$ cat config.mk
export PLATFORM = sky130hd
export DESIGN_NAME = uart_rx_param
export DESIGN_NICKNAME = d
export VERILOG_FILES = /design/src/rtl/uart_rx_param.sv
export SDC_FILE = /design/constraint.sdc
export NUM_CORES = 1
export LEC_CHECK = 0
export ABC_AREA = 1
export CORE_ASPECT_RATIO = 1.75
export CORE_MARGIN = 8
export CORE_UTILIZATION = 55
export DETAILED_ROUTE_END_ITERATION = 10
export DONT_BUFFER_PORTS = 1
export PLACE_DENSITY_LB_ADDON = 0.08
export SETUP_SLACK_MARGIN = 0.15
export SYNTH_ARGS = -nofsm -noshare
export SYNTH_HDL_FRONTEND = slang
export SYNTH_SLANG_ARGS = --single-unit
$ cat constraint.sdc
create_clock -name clk -period 1.6 [get_ports clk]
set_input_delay 0.32 -clock clk [delete_from_list [all_inputs] [get_ports clk]]
set_output_delay 0.32 -clock clk [all_outputs]
set_load 0.01 [all_outputs]
$ cat src/rtl/uart_rx_param.sv
// uart_rx_param: parametrised UART receiver with input synchroniser, false-start
// rejection, optional parity, 1 or 2 stop bits, parity/framing/overrun detection
// and a valid/ready output holding register.
// Optional build macro: UART_RX_MAJORITY_EN selects 2-of-3 majority sampling.
module uart_rx_param #(
  parameter int CLKS_PER_BIT = 868,
  parameter int DATA_BITS    = 8,
  parameter int PARITY       = 0,
  parameter int STOP_BITS    = 1
) (
  input  logic                 clk,
  input  logic                 reset,
  input  logic                 rx,
  input  logic                 ready,
  output logic [DATA_BITS-1:0] data,
  output logic                 valid,
  output logic                 parity_err,
  output logic                 frame_err,
  output logic                 overrun,
  output logic                 busy
);
  localparam int CW = $clog2(CLKS_PER_BIT);
  localparam int IW = $clog2(DATA_BITS);
  localparam logic [CW-1:0] MID      = CW'((CLKS_PER_BIT >> 1) - 1);
  localparam logic [CW-1:0] LAST     = CW'(CLKS_PER_BIT - 1);
  localparam logic [IW-1:0] IDX_LAST = IW'(DATA_BITS - 1);
  localparam logic          SIDX_LAST = 1'(STOP_BITS - 1);
  localparam logic          PAR_ODD  = (PARITY == 1);

  typedef enum logic [2:0] {S_IDLE, S_START, S_DATA, S_PARITY, S_STOP} state_t;

  state_t                 state;
  logic [CW-1:0]          cnt;
  logic [IW-1:0]          idx;
  logic                   sidx;
  logic [DATA_BITS-1:0]   shreg;
  logic                   par_bad;
  logic                   frm_bad;
  logic                   armed;
  logic                   rx_m, rx_s;
  logic                   samp;
  logic                   stop_bad;

  // Two-flop synchroniser; idles high so reset never looks like a start bit
  always_ff @(posedge clk) begin
    if (reset) begin
      rx_m <= 1'b1;
      rx_s <= 1'b1;
    end else begin
      rx_m <= rx;
      rx_s <= rx_m;
    end
  end

`ifdef UART_RX_MAJORITY_EN
  // Two previous rx_s values; with the current rx_s they form the 3-sample
  // window, so the vote lands on the same cycle as a single sample would
  logic [1:0] hist;

  // Shift rx_s history for the majority vote
  always_ff @(posedge clk) begin
    if (reset) hist <= 2'b11;
    else       hist <= {hist[0], rx_s};
  end

  assign samp = (hist[1] & hist[0]) | (rx_s & (hist[1] | hist[0]));
`else
  assign samp = rx_s;
`endif

  // A low stop sample, or one already seen in an earlier stop bit
  assign stop_bad = frm_bad | ~samp;
  assign busy     = (state != S_IDLE);

  // Receive FSM plus output holding register and handshake
  always_ff @(posedge clk) begin
    if (reset) begin
      state      <= S_IDLE;
      cnt        <= '0;
      idx        <= '0;
      sidx       <= 1'b0;
      shreg      <= '0;
      par_bad    <= 1'b0;
      frm_bad    <= 1'b0;
      armed      <= 1'b1;
      data       <= '0;
      valid      <= 1'b0;
      parity_err <= 1'b0;
      frame_err  <= 1'b0;
      overrun    <= 1'b0;
    end else begin
      overrun <= 1'b0;
      if (valid && ready) valid <= 1'b0;

      case (state)
        S_IDLE: begin
          cnt <= '0;
          // After a framing error wait for the line to go high before
          // accepting another start, so a held break yields one word only
          if (!armed) begin
            if (rx_s) armed <= 1'b1;
          end else if (!rx_s) begin
            state <= S_START;
          end
        end

        S_START: begin
          if (cnt == MID) begin
            cnt <= '0;
            if (samp) begin
              state <= S_IDLE;
            end else begin
              state   <= S_DATA;
              idx     <= '0;
              par_bad <= 1'b0;
              frm_bad <= 1'b0;
            end
          end else begin
            cnt <= cnt + 1'b1;
          end
        end

        S_DATA: begin
          if (cnt == LAST) begin
            cnt        <= '0;
            shreg[idx] <= samp;
            if (idx == IDX_LAST) begin
              sidx  <= 1'b0;
              state <= (PARITY != 0) ? S_PARITY : S_STOP;
            end else begin
              idx <= idx + 1'b1;
            end
          end else begin
            cnt <= cnt + 1'b1;
          end
        end

        S_PARITY: begin
          if (cnt == LAST) begin
            cnt     <= '0;
            par_bad <= samp ^ (^shreg) ^ PAR_ODD;
            sidx    <= 1'b0;
            state   <= S_STOP;
          end else begin
            cnt <= cnt + 1'b1;
          end
        end

        S_STOP: begin
          if (cnt == LAST) begin
            cnt <= '0;
            if (sidx == SIDX_LAST) begin
              // Commit at mid-stop so a following start bit is not missed
              state <= S_IDLE;
              armed <= ~stop_bad;
              if (!valid || ready) begin
                data       <= shreg;
                parity_err <= par_bad;
                frame_err  <= stop_bad;
                valid      <= 1'b1;
              end else begin
                overrun <= 1'b1;
              end
            end else begin
              sidx    <= 1'b1;
              frm_bad <= stop_bad;
            end
          end else begin
            cnt <= cnt + 1'b1;
          end
        end

        default: begin
          state <= S_IDLE;
          cnt   <= '0;
        end
      endcase
    end
  end

endmodule

==> results.tsv <==
metric	value	unit
status	completed	
p_per_area	1050	nW/um2
cp_data_arrival_time	1750	ps
path_class	flip-flop to flip-flop	
ys_top_cells_by_area	dfxtp_1 (41%), nand2_1 (10%), inv_1 (7.3%), a21oi_1 (7.2%), nor2_1 (6.6%)	
synth_edf_count	0	
reg2reg_from	state[0]$_SDFFE_PP0P_	
die_y	95.8	um
syn_inst	284	
grt_max_degree	18	
min_period_over_period	0.958	
grt_pass1_vias	1801	
initialDrtViolationCount	16	
synth_top_family_by_area	simple AND/OR/NAND/NOR gates	
cp_top_family	simple AND/OR/NAND/NOR gates	
tightest_slew	292	ps
holdWs	81.5	ps
synth.most_common_cell	nand2_1	
ctsHoldBuffers	0	
synth_mux_area_frac	0	
min_to	valid$_SDFF_PP0_	
nets	316	
yosysTopAreaCell	dfxtp_1	
place.gp.congestion	0.827	
fin_ws	66.4	ps
critPathBufInv	2	
cts_buffers	5	
finalMaxSlewViolations	0	
grt_overflow	0	
ys_top_cells_by_count	nand2_1 (55), dfxtp_1 (41), inv_1 (39)	
root_buffer	clkbuf_8	
synthSimpleGateAreaFrac	0.307	
netlist_area	2000	um2
finalHoldViolCount	0	
max-vdd-ir-drop	0.937	mV
cts_tree	done	
synth_seq_cells	41	
path_max_fanout	4	
antenna_found_initial	0	
ys_warn_count	0	
grt_pass1_wl	7470	um
clk_pin_slew_worst_paths	70	ps
drive_above_1_share	0.263	
dp_slack	-11.4	ps
worstHoldStart	reset	
fin_util	0.689	
r2r_slack	70	ps
antenna_cells	0	
antenna_left	0	
async_flop_share	0	
worstHoldPathCells	1	
insertion_delay	300	ps
io_pins	17	
num_vias	1800	
routed_wl	4600	um
r2r_end	idx[1]$_SDFFE_PP0P_	
die_x	61.6	um
finalSetupViolations	0	
worstPathRequired	1820	ps
fin_skew	5.93	ps
p_leak	0.997	nW
rsz0062_at_grt	true	
synthFlopType	dfxtp_1	
clock.fmax	0.652	GHz
clockBufferDepth	2	
syn_to_final_growth	22.3	%
path_cells	inv_1 > nor3_2 > nand2_1 > o21ai_2 > buf_6 > nand3_2 > a21oi_2	
synth_compound_area_frac	0.118	
row_count	29	
start_kind	flip-flop	
die_area	5910	um2
start_util	0.563	
place_hpwl	3360	um
cts.sinks	41	
hp-class	input port to flip-flop	
htree_levels	2	
cpPeakStageDelay	400	ps
synth-adder-area-share	0.0250	
routed_via_density	5.08	
drcViolationCount	0	
cpMaxStageDelayCell	dfxtp_1	
firstDrtPassIters	4	
port-buffer-count	0	
grtUsageTotal	0.171	
max-cap-violations	0	
synth.avg_cell_area	7.05	um2
core_area	3560	um2
synth.top_cell.area_share	0.410	
rr_worst_depth	7	
yosysSeqAreaShare	0.410	
synthDistinctLibCells	26	
synth_xor_area_frac	0.0437	
setup_tns	0	ps
syn_nets	292	
fin_total_pwr	2.57	mW
cp-end-kind	flip-flop	
routedWlPerCell	13.0	um
slew_headroom	0.805	
min_period	1530	ps
logic make-up after synthesis:
| logic type | Yosys count |
|---|---|
| AND/OR/NAND/NOR | 133 |
| AO/OA/AOI/OAI | 46 |
| flip-flops | 41 |
| adder cells (fa/ha/maj) | 4 |
| buffers and inverters | 50 |
| XOR/XNOR | 10 |
routing by layer:
| metal | GRT usage | wire length (um) |
|---|---|---|
| met1 | 0.135 | 1530 |
| met2 | 0.339 | 2690 |
| met4 | 0.101 | 206 |
| met3 | 0.0455 | 171 |
| met5 | 0 | 0 |
worst max-delay path by stage:
stage / from / end / slack [ps] / cells after the start
after detailed placement: cnt[0]$_SDFF_PP0_ / idx[0]$_SDFFE_PP0P_ / -10 / 9
after global placement: cnt[0]$_SDFF_PP0_ / idx[0]$_SDFFE_PP0P_ / -30 / 9
final: state[0]$_SDFFE_PP0P_ / idx[1]$_SDFFE_PP0P_ / 70 / 7
after floorplan: cnt[0]$_SDFF_PP0_ / shreg[3]$_SDFFE_PP0P_ / 150 / 10
after global routing: cnt[1]$_SDFF_PP0_ / state[1]$_SDFFE_PP0P_ / -10 / 11
after CTS: cnt[1]$_SDFF_PP0_ / shreg[2]$_SDFFE_PP0P_ / 80 / 11
cells in the final DEF, fill, tap and decap left out, types with 2 or more instances in the layout:
cell and n:
buf_6 5, nand2_2 7, xor2_1 5, o21ai_2 2
nor3_1 3, dfxtp_1 36, nand3_2 6, or2_2 2
a21oi_1 23, dfxtp_2 3, nor2_8 2, nand2_1 49
o21ai_1 6, nor3_2 2, nor2_4 5, a21oi_2 6
ha_1 2, nor2_2 7, o21ai_0 8, inv_1 38
dfxtp_4 2, buf_4 16, clkbuf_8 6, inv_2 6
xnor2_1 5, nor2_1 29, nand3_1 20
flip-flops by register name, summed over array words and instances, names as in the netlist:
register,cells
rx_m,1
armed,1
parity_err,1
par_bad,1
shreg,8
valid,1
overrun,1
frm_bad,1
rx_s,1
state,3
frame_err,1
idx,3
cnt,10
data,8
metrics by stage:
step,cells,cell area (um2)
5_1_grt,354,2450
2_1_floorplan,284,2010
3_3_place_gp,342,2180
3_5_place_dp,342,2180
6_report,354,2450
4_1_cts,353,2350
power by group:
| group | internal, mW | total [mW] | switching (mW) |
|---|---|---|---|
| registers | 1.07 | 1.12 | 0.0586 |
| logic | 0.297 | 0.779 | 0.482 |
| clock network | 0.342 | 0.669 | 0.328 |
timing repair:
item                       CTS  global route
buffers inserted             4             1
hold endpoints to repair     0             0
resized for setup           15            29
setup endpoints to repair   34            36
pin swaps                    8            11
area by class of cell:
cell class,instances,area [um2]
repair buffers,22,196
flip-flops and latches,41,832
well taps,46,57.6
inverters,45,171
clock buffers,7,86.3
multi-input cells,193,1110
fillers,343,1110
Power figures use the tool's default switching activity.
